`config.mk`:
```
export PLATFORM = sky130hd
export DESIGN_NAME = program_loader
export DESIGN_NICKNAME = d
export VERILOG_FILES = /design/src/rtl/program_loader.sv
export SDC_FILE = /design/constraint.sdc
export NUM_CORES = 1
export LEC_CHECK = 0
export CORE_MARGIN = 10
export CORE_UTILIZATION = 55
export DETAILED_ROUTE_END_ITERATION = 10
export DONT_BUFFER_PORTS = 1
export GPL_ROUTABILITY_DRIVEN = 0
export PLACE_DENSITY = 0.7
export SKIP_CTS_REPAIR_TIMING = 1
export SKIP_LAST_GASP = 1
export SLEW_MARGIN = 20
export SYNTH_ARGS = -nofsm -noshare
export SYNTH_HDL_FRONTEND = slang
export SYNTH_SLANG_ARGS = --single-unit
```
`constraint.sdc`:
```
create_clock -name clk -period 4.2 [get_ports clk]
set_input_delay 0.84 -clock clk [delete_from_list [all_inputs] [get_ports clk]]
set_output_delay 0.84 -clock clk [all_outputs]
set_load 0.05 [all_outputs]
```
`src/rtl/program_loader.sv`:
```
// -----------------------------------------------------------------------------
// program_loader
//
// Boot-time loader that sits in front of the instruction memory of the
// single-cycle datapath. It receives a byte stream on a valid/ready handshake,
// assembles little-endian 32-bit instruction words and writes each one through
// the instruction-memory write port. The datapath PC is held in reset until the
// whole program has been written.
//
// Stream format:  N (word count, one byte), then 4*N payload bytes, byte 0 of
// each word first. With LOADER_CHECKSUM_EN defined, the payload is followed by
// one byte that must equal the XOR of all payload bytes.
//
// Optional feature macro: LOADER_CHECKSUM_EN (adds the CHECK state).
//
// Ports:
//   clk          system clock, all state changes on the rising edge
//   reset        synchronous active-low reset
//   in_valid     upstream byte valid
//   in_data      upstream byte
//   in_ready     loader accepts a byte this cycle
//   imem_we      instruction-memory write strobe (one-cycle pulse)
//   imem_addr    word address of the write
//   imem_wdata   instruction word to write
//   core_reset   active-high datapath reset, low only in DONE
//   done         program loaded and core released
//   error        load aborted (sticky until reset or restart)
//   restart      in DONE or ERROR: start a new load
//   words_loaded number of words written during this load
// -----------------------------------------------------------------------------
module program_loader #(
   parameter int ADDR_WIDTH = 5
) (
   input  logic                  clk,
   input  logic                  reset,
   input  logic                  in_valid,
   input  logic [7:0]            in_data,
   output logic                  in_ready,
   output logic                  imem_we,
   output logic [ADDR_WIDTH-1:0] imem_addr,
   output logic [31:0]           imem_wdata,
   output logic                  core_reset,
   output logic                  done,
   output logic                  error,
   input  logic                  restart,
   output logic [ADDR_WIDTH:0]   words_loaded
);

   localparam int DEPTH = 1 << ADDR_WIDTH;

   typedef enum logic [2:0] {
      S_HEADER,
      S_LOAD,
      S_CHECK,
      S_DONE,
      S_ERROR
   } state_t;

   state_t                state;
   state_t                state_nxt;

   logic [ADDR_WIDTH:0]   word_cnt;      // N latched from the header
   logic [1:0]            byte_idx;      // position of the next byte in its word
   logic [23:0]           byte_shift;    // bytes 0..2 of the word being assembled
   logic [ADDR_WIDTH:0]   words_inc;
   logic                  last_word;
   logic                  hdr_too_big;
   logic                  accept;

`ifdef LOADER_CHECKSUM_EN
   logic [7:0]            cksum;         // running XOR of payload bytes
`endif

   // words_loaded doubles as the word index: it counts completed writes, so it
   // always equals the address of the word currently being assembled. It is
   // one bit wider than the address so that N = DEPTH never wraps.
   assign words_inc   = words_loaded + (ADDR_WIDTH+1)'(1);
   assign last_word   = (words_inc == word_cnt);
   assign hdr_too_big = (32'(in_data) > 32'(DEPTH));
   assign accept      = in_valid & in_ready;

   // --------------------------------------------------------------------------
   // State register
   // --------------------------------------------------------------------------
   // NOTE: sequential state uses non-blocking assignments so every register
   // samples the pre-edge values, independent of block evaluation order.
   always_ff @(posedge clk) begin
      if (!reset) begin
         state <= S_HEADER;
      end else begin
         state <= state_nxt;
      end
   end

   // --------------------------------------------------------------------------
   // Next-state and state-decoded outputs. The transition conditions use
   // in_valid directly: in_ready is 1 in every state that leaves on a byte, so
   // this equals a handshake and avoids feeding in_ready back into itself.
   // --------------------------------------------------------------------------
   // NOTE: every output of this block is given a default first so no path
   // leaves a signal unassigned, which would infer a latch.
   always_comb begin
      state_nxt  = state;
      in_ready   = 1'b0;
      core_reset = 1'b1;
      done       = 1'b0;
      error      = 1'b0;

      unique case (state)
         S_HEADER: begin
            in_ready = 1'b1;
            if (in_valid) begin
               if (in_data == 8'd0) begin
                  state_nxt = S_DONE;      // empty program: nothing to check
               end else if (hdr_too_big) begin
                  state_nxt = S_ERROR;
               end else begin
                  state_nxt = S_LOAD;
               end
            end
         end

         S_LOAD: begin
            in_ready = 1'b1;
            if (in_valid && (byte_idx == 2'd3) && last_word) begin
`ifdef LOADER_CHECKSUM_EN
               state_nxt = S_CHECK;
`else
               state_nxt = S_DONE;
`endif
            end
         end

`ifdef LOADER_CHECKSUM_EN
         S_CHECK: begin
            in_ready = 1'b1;
            if (in_valid) begin
               state_nxt = (in_data == cksum) ? S_DONE : S_ERROR;
            end
         end
`endif

         S_DONE: begin
            done       = 1'b1;
            core_reset = 1'b0;
            if (restart) begin
               state_nxt = S_HEADER;
            end
         end

         S_ERROR: begin
            error = 1'b1;
            if (restart) begin
               state_nxt = S_HEADER;
            end
         end

         default: begin
            state_nxt = S_HEADER;
         end
      endcase
   end

   // --------------------------------------------------------------------------
   // Word assembly and registered write port.
   // The write for a word is issued on the edge after its byte 3 is accepted;
   // the loader keeps in_ready high meanwhile, so the next word's byte 0 can be
   // taken in the same cycle the write strobe is visible.
   // --------------------------------------------------------------------------
   always_ff @(posedge clk) begin
      if (!reset) begin
         imem_we      <= 1'b0;
         imem_addr    <= '0;
         imem_wdata   <= '0;
         words_loaded <= '0;
         word_cnt     <= '0;
         byte_idx     <= '0;
         byte_shift   <= '0;
`ifdef LOADER_CHECKSUM_EN
         cksum        <= '0;
`endif
      end else begin
         imem_we <= 1'b0;

         if ((state == S_HEADER) && accept) begin
            // Truncation is safe: an N that does not fit goes to ERROR.
            word_cnt     <= (ADDR_WIDTH+1)'(in_data);
            byte_idx     <= '0;
            words_loaded <= '0;
`ifdef LOADER_CHECKSUM_EN
            cksum        <= '0;
`endif
         end

         if ((state == S_LOAD) && accept) begin
            byte_idx <= byte_idx + 2'd1;
`ifdef LOADER_CHECKSUM_EN
            cksum    <= cksum ^ in_data;
`endif
            if (byte_idx == 2'd3) begin
               imem_we      <= 1'b1;
               imem_addr    <= words_loaded[ADDR_WIDTH-1:0];
               imem_wdata   <= {in_data, byte_shift};
               words_loaded <= words_inc;
            end else begin
               // Shift in from the top: after bytes 0..2 the oldest byte sits
               // in [7:0], giving little-endian order when byte 3 is prepended.
               byte_shift <= {in_data, byte_shift[23:8]};
            end
         end

         if (((state == S_DONE) || (state == S_ERROR)) && restart) begin
            words_loaded <= '0;
         end
      end
   end

endmodule

```
==> summary.txt, run 1 <==
Timing
  – Skew final: 0.00653 ns
  – Post-layout min period: ~2.8 ns
  – Worst hold margin: around 0.46 ns
  – Post-route setup TNS: 0 ns
  – Final hold violation count: 0
  – Final setup fails: 0
  – Slew HR: 35.8%
  – Fmax: 356 MHz
  – Fin crit share: approximately 67%
  – Pins Over Slew Limit: 0
  – Worst-Margin Slew: a little under 1 ns
  – RSZ-0062 raised after global routing: false

GRT
  – Met3 layer usage reported by global route: between 8 and 9%
  – GR Util All Layers: between 10% and 20%
  – Global route overflow: 0
  – Busiest layer in global routing: met2
  – Met2 Resource Use GR: around a quarter
  – Pin count of the biggest net entering global routing: 52
  – Initial antenna violation count: 0
  – Vias in the first global route: ~2400
  – M1 GR Usage: about 20%
  – Global-route wire length before repair: around 12000 um

Worst setup path
  – Crit path max fanout: 12
  – Crit end category: output port
  – Crit Path Class: register to output port
  – Startpoint Class: register
  – Critical path required time: 3.36 ns
  – Worst EP arrival: between 1.5 and 2 ns

Final layout
  – Fill count: slightly above 500
  – Multi-input gate area: between 1000 and 1500 um^2
  – Layout cell share with drive strength beyond 1: 8.27%
  – Nets: 396
  – Fin area: about 3300 um^2
  – Area grow syn2layout: 6.45%
  – Antenna Cells: 0
  – Register area: 1580 um^2

Yosys
  – Mapped Nets: slightly above 400
  – Syn avg cell area: 7.89 um^2
  – Main synth FF type: dfxtp_1
  – Post-synthesis cell area: roughly 3100 um^2
  – Most frequent cell after synthesis: nand2_1
  – Yosys warning total: 0
  – Top post-synthesis cells by count: nand2_1, dfxtp_1, a21oi_1, nor2_1, clkbuf_1
  – Netlist cell types: 38
  – Syn Inst Count: 393
  – Biggest area consumer among synthesized cells: dfxtp_1
  – Ys async rst share: 0%
  – Post-synth EDFFs: 0
  – Ranking of synthesized cells by area: dfxtp_1, nand2_1, a21oi_1
  – Seq/Total Area, Yosys: 51.0%
  – Seq cells post-synth: roughly 80
  – Synth top area share: 51.0%

Routing
  – Via density: ~5.5
  – Drt first-iter violations: 110
  – DRC viols: 0
  – DRT Pass-1 Iters: 4
  – WL/cell: about 16 um
  – Number of routed nets with antenna violations: 0
  – Final wirelength: around 7300 um
  – Vias: roughly 2500

Place
  – Port bufs: 0
  – Post-DP Area: between 3000 and 4000 um^2
  – Hpwl dp: between 4000 and 5000 um

Clock tree
  – Clock transition at path regs: roughly 0.080 ns
  – Number of CTS-inserted buffers: 9
  – Worst-skew pair later-pin latency: 0.35 ns
  – CTS max path bufs: 2
  – Clock Sinks: 79
  – CTS tree: yes
  – CTS root buffer: clkbuf_8
  – H-tree depth: 3

Power and ir drop
  – Static Leak: 1.12 nW
  – Maximum VDD drop: between 0.2 and 0.25 mV
  – Pwr Density: ~440 nW/um^2

Floorplanning
  – I/O pins: 60
  – Core Region: ~5500 um^2
  – Die area: 9040 um^2
  – Die X: between 90 and 100 um
  – Starting density of the core: between 50% and 60%
  – FP Rows: 27
  – Die height: approximately 95 um

Job
  – Max_cap viols: 0

Worst hold path
  – Hold Path Class: register to register

Status
  – Status: complete, no violations
routing by layer:
layer / vias up / share of wire (%)
met5: - / 0
met4: 0 / 1.4
met3: 11 / 10
met2: 69 / 45
met1: 1163 / 43
li1: 1269 / -
sequential cells by signal, indices dropped and copies added, names as in the netlist:
name          cells
imem_wdata       32
state             3
word_cnt          6
byte_idx          2
byte_shift       24
imem_we           1
words_loaded      6
imem_addr         5
cell type report:
cell class | count | share of cell area [%]
inverters | 4 | 0.455
multi-input cells | 286 | 41.8
well taps | 72 | 2.73
repair buffers | 2 | 0.455
clock inverters | 6 | 2.84
flip-flops and latches | 79 | 47.9
clock buffers | 10 | 3.87
power by group:
part	switching [mW]	total, mW	internal, mW
combinational	0.0513	0.0702	0.0190
clock	0.287	0.626	0.339
sequential	0.00779	0.763	0.756
total	0.346	1.46	1.11
path summary, 6_finish.rpt:
check                             startpoint                          to  slack [ns]  depth (start not counted)
setup / recovery       state[0]$_SDFFE_PN0P_                        done        1.39                          2
hold / removal    byte_shift[5]$_SDFFE_PN0P_  imem_wdata[5]$_SDFFE_PN0P_        0.46                          2
setup reg to reg       state[1]$_SDFFE_PN0P_  words_loaded[4]$_SDFF_PP0_        1.88                          4
hold reg to reg   byte_shift[5]$_SDFFE_PN0P_  imem_wdata[5]$_SDFFE_PN0P_        0.46                          2
worst max-delay path: stages (launching register included):
cell	delay [ns]
dfxtp_1	0.56
nand3_1	0.51
inv_1	0.55
metrics by stage:
stage	power [mW]	utilization, %	instances	setup WS, ns
2_1_floorplan	0.838	-	393	1.71
3_3_place_gp	0.850	56.3	443	1.53
3_5_place_dp	0.851	56.3	443	1.52
4_1_cts	1.47	60.3	459	1.37
5_1_grt	1.51	60.3	459	1.30
6_report	1.46	60.3	459	1.39
placed cells by master (no fill, tap or decap), drive strengths merged, types with 2 or more instances in the layout:
cell / n
xor2: 3
nor2: 14
nand3: 5
clkbuf: 10
a21oi: 77
dfxtp: 79
nand4: 2
o21ai: 5
nor4: 2
nor3: 2
bufinv: 2
buf: 2
nor3b: 2
nand2: 143
or3: 4
nand3b: 4
inv: 5
ha: 2
nor2b: 2
clkinv: 2
o22ai: 2
xnor2: 5
and3: 3
kinds of logic (layout without fill, tap and decap cells):
| logic type | Yosys count | after routing | synth area share, % |
|---|---|---|---|
| adders and majority gates | 2 | 2 | 0.807 |
| xor gates and xnor gates | 8 | 8 | 2.26 |
| buffers and inverters | 28 | 22 | 4.88 |
| DFF | 79 | 79 | 51.0 |
| and+or+nand+nor | 187 | 187 | 26.2 |
| AOI/OAI and AO/OA | 89 | 89 | 14.9 |
(Power assumes the default switching activity.)
==> run 2: changes to the inputs <==
==> constraint.sdc (replaced) <==
create_clock -name clk -period 2.7 [get_ports clk]
set_input_delay 0.54 -clock clk [delete_from_list [all_inputs] [get_ports clk]]
set_output_delay 0.54 -clock clk [all_outputs]
set_load 0.05 [all_outputs]
==> run 2 against run 1 <==
Clock power up 44%. Core utilization increased by 1.2 points. Die area is the same. Critical path depth rose by 1. Sequential share of layout area down 0.94 points. Critical endpoint unchanged.
==> summary.txt, run 2 (synthesis results as in run 1) <==
Floorplanning
  – Die area: 9040 um^2 (unchanged)
  – FP Rows: 27 (unchanged)
  – Die X: 95.1 um (unchanged)
  – Core Region: 5470 um^2 (unchanged)
  – I/O pins: 60 (unchanged)
  – Starting density of the core: 56.7% (unchanged)
  – Die height: 95.1 um (unchanged)

GRT
  – Initial antenna violation count: 0 (unchanged)
  – Vias in the first global route: 2524 (was 2381)
  – Pin count of the biggest net entering global routing: 51 (was 52)
  – Global route overflow: 0 (unchanged)
  – GR Util All Layers: 16.6% (was 16.2%)
  – Global-route wire length before repair: 12000 um (was 11700 um)

Worst setup path
  – Cell chain of the critical path: nand3_1, buf_4, inv_1 (was nand3_1, inv_1)
  – Crit Path Class: register to output port (unchanged)
  – Critical Path End: done (unchanged)
  – Critical path required time: 2.16 ns (was 3.36 ns)
  – Worst EP arrival: 1.61 ns (was 1.97 ns)
  – Startpoint Class: register (unchanged)
  – Max stage delay cell, worst path: dfxtp_1 (unchanged)
  – CP peak stage delay: 0.57 ns (was 0.56 ns)
  – Worst setup path start: state[0]$_SDFFE_PN0P_ (unchanged)
  – Crit path max fanout: 12 (unchanged)
  – Crit end category: output port (unchanged)
  – Cell depth of the worst flop-to-flop path: 4 (unchanged)
  – R2R Setup Slk: 0.68 ns (was 1.88 ns)
  – Reg-to-reg endpoint: byte_shift[23]$_SDFFE_PN0P_ (was words_loaded[4]$_SDFF_PP0_)
  – R2r startpoint: state[1]$_SDFFE_PN0P_ (unchanged)

Timing
  – Skew final: 0.00414 ns (was 0.00653 ns)
  – Final setup fails: 0 (unchanged)
  – Post-route setup TNS: 0 ns (unchanged)
  – Worst-Margin Slew: 0.964 ns (was 0.963 ns)
  – Final hold violation count: 0 (unchanged)
  – RSZ-0062 raised after global routing: false (unchanged)
  – Slew HR: 35.5% (was 35.8%)
  – Post-layout min period: between 2 and 2.5 ns
  – Fin crit share: around four fifths
  – Pins Over Slew Limit: 0 (unchanged)
  – Fmax: between 400 and 500 MHz

Routing
  – DRC viols: 0 (unchanged)
  – Via density: 5.54 (was 5.47)
  – Final wirelength: 7300 um (was 7260 um)
  – Vias: 2603 (was 2512)
  – DRT Pass-1 Iters: 4 (unchanged)
  – Number of routed nets with antenna violations: 0 (unchanged)
  – Drt first-iter violations: 143 (was 110)
  – WL/cell: 15.5 um (was 15.8 um)

Final layout
  – Layout cell share with drive strength beyond 1: 11.1% (was 8.27%)
  – Reg with most FFs: imem_wdata (unchanged)
  – Nets: 407 (was 396)
  – Top Registers: imem_wdata x32, byte_shift x24 (unchanged)
  – Largest register FFs: 32 (unchanged)
  – Commonest non-fill, non-tap cell in the layout: nand2_1 (unchanged)
  – Antenna Cells: 0 (unchanged)
  – Final core occ: 61.5% (was 60.3%)
  – Most frequent cells in the layout: nand2_1, dfxtp_1, a21oi_1 (unchanged)
  – Final Non-Filler Cells: 470 (was 459)
  – Area grow syn2layout: 8.59% (was 6.45%)

Power and ir drop
  – Pwr Density: 655 nW/um^2 (was 442 nW/um^2)
  – Maximum VDD drop: 0.403 mV (was 0.240 mV)
  – Static Leak: 1.17 nW (was 1.12 nW)
  – Total power: 2.21 mW (was 1.46 mW)

Place
  – Port bufs: 0 (unchanged)
  – Placed Instances: 454 (was 443)
  – Hpwl dp: 5140 um (was 4880 um)

Clock tree
  – Worst-skew pair later-pin latency: 0.34 ns (was 0.35 ns)
  – Clock transition at path regs: 0.08 ns (about the same)
  – CTS max path bufs: 2 (unchanged)
  – CTS root buffer: clkbuf_8 (unchanged)
  – H-tree depth: 3 (unchanged)
  – Number of CTS-inserted buffers: 9 (unchanged)
  – Clock Sinks: 79 (unchanged)
  – CTS tree: yes (unchanged)

Worst hold path
  – Hold Path Class: input pin to register (was register to register)

Job
  – Max_cap viols: 0 (unchanged)

Status
  – Status: complete, no violations (unchanged)
==> run 2: how the worst min path moves through the flow <==
stage	from	depth (start not counted)	slack, ns	end
detailed placement	byte_shift[1]$_SDFFE_PN0P_	2	0.45	imem_wdata[1]$_SDFFE_PN0P_
global placement	byte_shift[1]$_SDFFE_PN0P_	2	0.44	imem_wdata[1]$_SDFFE_PN0P_
floorplan	byte_shift[1]$_SDFFE_PN0P_	2	0.43	imem_wdata[1]$_SDFFE_PN0P_
finish	reset	2	0.32	state[2]$_SDFFE_PN0P_
global route	in_data[0]	2	0.32	word_cnt[0]$_SDFFE_PN0P_
CTS	reset	2	0.30	state[2]$_SDFFE_PN0P_
==> run 2: per-layer routing <==
layer / global-route usage, % / share of wire [%] / up-vias
li1: - / - / 1292
met1: 20.5 / 42 / 1205
met2: 24.3 / 45 / 94
met4: 8.85 / 1.7 / 0
met5: 0 / 0 / -
met3: 6.68 / 11 / 12
==> run 2: where the power goes <==
part           total (mW)  leakage (nW)  switching [mW]  internal (mW)
registers            1.19         0.637          0.0137           1.18
clock network       0.901        0.0993           0.443          0.457
logic               0.116         0.430          0.0812         0.0349
==> run 2: layout make-up <==
| class | count | area, um^2 |
|---|---|---|
| Multi-Input combinational cell | 286 | 1380 |
| Clock inverter | 6 | 67.6 |
| Sequential cell | 79 | 1580 |
| Inverter | 4 | 15.0 |
| Timing Repair Buffer | 13 | 97.6 |
| Clock buffer | 10 | 138 |
| Tap cell | 72 | 90.1 |
| Fill cell | 516 | 2100 |
==> run 2: per-stage QoR <==
stage / hold WS, ns / instance area [um^2] / setup WS [ns]
after floorplan: 0.432 / 3100 / 0.329
after global placement: 0.440 / 3160 / 0.667
after detailed placement: 0.446 / 3160 / 0.623
after CTS: 0.303 / 3370 / 0.532
after global routing: 0.315 / 3370 / 0.474
final: 0.318 / 3370 / 0.551
==> run 2: worst max-delay path, delay by kind of cell, from the launching register on <==
kind / cells / cell delay (ns)
buffers and inverters: 2 / 0.56
flip-flops: 1 / 0.57
AND/OR/NAND/NOR: 1 / 0.14
==> run 3: changes to the inputs <==
==> constraint.sdc (replaced) <==
create_clock -name clk -period 2 [get_ports clk]
set_input_delay 0.4 -clock clk [delete_from_list [all_inputs] [get_ports clk]]
set_output_delay 0.4 -clock clk [all_outputs]
set_load 0.05 [all_outputs]
==> run 3 against run 2 <==
Critical path depth shrank 2. Clock power grew 24%. Final area grew 0.97%. Highest routed layer unchanged. Total power grew 31%. Hold slack lost 0.13 ns. Critical path type unchanged. Core utilization grew 0.59 points. Clock skew grew 0.0032 ns.
==> summary.txt, run 3 (synthesis results as in run 1) <==
Timing
  – Worst hold margin: 0.184 ns (was 0.318 ns)
  – RSZ-0062 raised after global routing: false (unchanged)
  – Skew final: 0.00736 ns (was 0.00414 ns)
  – Worst-Margin Slew: 0.967 ns (was 0.964 ns)
  – Pins Over Slew Limit: 0 (unchanged)
  – Slew HR: 35.3% (was 35.5%)
  – Post-layout min period: approximately 1.9 ns
  – Post-route setup TNS: 0 ns (unchanged)
  – Final setup fails: 0 (unchanged)
  – Fmax: 525 MHz
  – Fin crit share: 95.2%
  – Final hold violation count: 0 (unchanged)

Floorplanning
  – Die height: 95.1 um (unchanged)
  – Core Region: 5470 um^2 (unchanged)
  – Die area: 9040 um^2 (unchanged)
  – FP Rows: 27 (unchanged)
  – Starting density of the core: 56.7% (unchanged)
  – Die X: 95.1 um (unchanged)
  – I/O pins: 60 (unchanged)

Routing
  – Vias: 2572 (was 2603)
  – Final wirelength: 7180 um (was 7300 um)
  – Number of routed nets with antenna violations: 0 (unchanged)
  – DRC viols: 0 (unchanged)
  – WL/cell: 15.1 um (was 15.5 um)
  – Via density: 5.43 (was 5.54)
  – Drt first-iter violations: 143 (unchanged)
  – DRT Pass-1 Iters: 4 (unchanged)

Worst setup path
  – R2R Setup Slk: 0.27 ns (was 0.68 ns)
  – Reg-to-reg endpoint: words_loaded[4]$_SDFF_PP0_ (was byte_shift[23]$_SDFFE_PN0P_)
  – Cell chain of the critical path: nor2_1 (was nand3_1, buf_4, inv_1)
  – Cell depth of the worst flop-to-flop path: 5 (was 4)
  – Worst EP arrival: 1.50 ns (was 1.61 ns)
  – R2r startpoint: state[1]$_SDFFE_PN0P_ (unchanged)
  – Crit path max fanout: 9 (was 12)
  – Crit end category: output port (unchanged)
  – Critical path required time: 1.60 ns (was 2.16 ns)
  – Critical path's top delay family: simple AND/OR/NAND/NOR gates (was flip-flops)
  – Startpoint Class: register (unchanged)
  – CP peak stage delay: 0.77 ns (was 0.57 ns)
  – Max stage delay cell, worst path: nor2_1 (was dfxtp_1)
  – Crit Path Class: register to output port (unchanged)
  – Crit path buffers/inverters: 0 (was 2)

GRT
  – Global-route wire length before repair: 12100 um (was 12000 um)
  – GR Util All Layers: 16.7% (was 16.6%)
  – Global route overflow: 0 (unchanged)
  – Initial antenna violation count: 0 (unchanged)
  – Pin count of the biggest net entering global routing: 73 (was 51)
  – Vias in the first global route: 2460 (was 2524)

Clock tree
  – CTS tree: yes (unchanged)
  – Clock transition at path regs: 0.07 ns (was 0.08 ns)
  – CTS root buffer: clkbuf_8 (unchanged)
  – CTS max path bufs: 2 (unchanged)
  – H-tree depth: 3 (unchanged)
  – Clock Sinks: 79 (unchanged)
  – Number of CTS-inserted buffers: 9 (unchanged)
  – Worst-skew pair later-pin latency: 0.34 ns (about the same)

Worst hold path
  – Hold depth: 2 (unchanged)
  – Hold Path End: state[2]$_SDFFE_PN0P_ (unchanged)
  – Hold path start: reset (unchanged)
  – Hold Path Class: input pin to register (unchanged)

Power and ir drop
  – Maximum VDD drop: 0.461 mV (was 0.403 mV)
  – Pwr Density: 847 nW/um^2 (was 655 nW/um^2)
  – Total power: 2.88 mW (was 2.21 mW)
  – Static Leak: 1.20 nW (was 1.17 nW)

Final layout
  – Area grow syn2layout: 9.64% (was 8.59%)
  – Top Registers: imem_wdata x32, byte_shift x24 (unchanged)
  – Largest register FFs: 32 (unchanged)
  – Fill count: 507 (was 516)
  – Antenna Cells: 0 (unchanged)
  – Commonest non-fill, non-tap cell in the layout: nand2_1 (unchanged)
  – Most frequent cells in the layout: nand2_1, dfxtp_1, a21oi_1 (unchanged)
  – Layout cell share with drive strength beyond 1: 11.7% (was 11.1%)
  – Nets: 413 (was 407)
  – Reg with most FFs: imem_wdata (unchanged)

Place
  – Port bufs: 0 (unchanged)
  – Hpwl dp: 5120 um (was 5140 um)

Status
  – Status: complete, no violations (unchanged)

Job
  – Max_cap viols: 0 (unchanged)
run 3: per-layer routing:
| layer | vias up | routed length, um | GRT usage (%) |
|---|---|---|---|
| li1 | 1300 | - | - |
| met3 | 11 | 654 | 8.25 |
| met1 | 1190 | 3160 | 20.2 |
| met5 | - | 0 | 0 |
| met4 | 0 | 94 | 6.23 |
| met2 | 71 | 3270 | 24.8 |
run 3: cell type report:
class,instances,area (um^2),share of cell area (%)
Sequential cell,79,1580,46.5
Multi-Input combinational cell,286,1370,40.4
Timing Repair Buffer,19,155,4.56
Tap cell,72,90.1,2.65
Inverter,4,15.0,0.442
Clock buffer,10,138,4.05
Clock inverter,4,47.5,1.40
run 3: worst max path at each step:
stage,startpoint,slack (ns),end,cells after the start
finish,state[1]$_SDFFE_PN0P_,0.1,in_ready,1
global route,state[1]$_SDFFE_PN0P_,0.003,in_ready,1
CTS,state[1]$_SDFFE_PN0P_,0.06,in_ready,1
detailed placement,state[1]$_SDFFE_PN0P_,0.31,words_loaded[3]$_SDFF_PP0_,5
global placement,state[1]$_SDFFE_PN0P_,0.28,words_loaded[3]$_SDFF_PP0_,5
floorplan,state[0]$_SDFFE_PN0P_,0.03,words_loaded[0]$_SDFF_PP0_,6
run 3: metrics by stage:
step                      utilization [%]  instance area [um^2]  instances  setup slack [ns]
after floorplan                         -                  3110        393            0.0285
after global placement               58.8                  3220        460             0.283
after detailed placement             58.8                  3220        460             0.306
after CTS                            62.1                  3400        474            0.0566
after global routing                 62.1                  3400        474           0.00345
final                                62.1                  3400        474            0.0967
run 3: where the power goes:
part	switching [mW]	internal, mW
Clock	0.526	0.592
Combinational	0.108	0.0505
Sequential	0.0172	1.59
Total	0.652	2.23
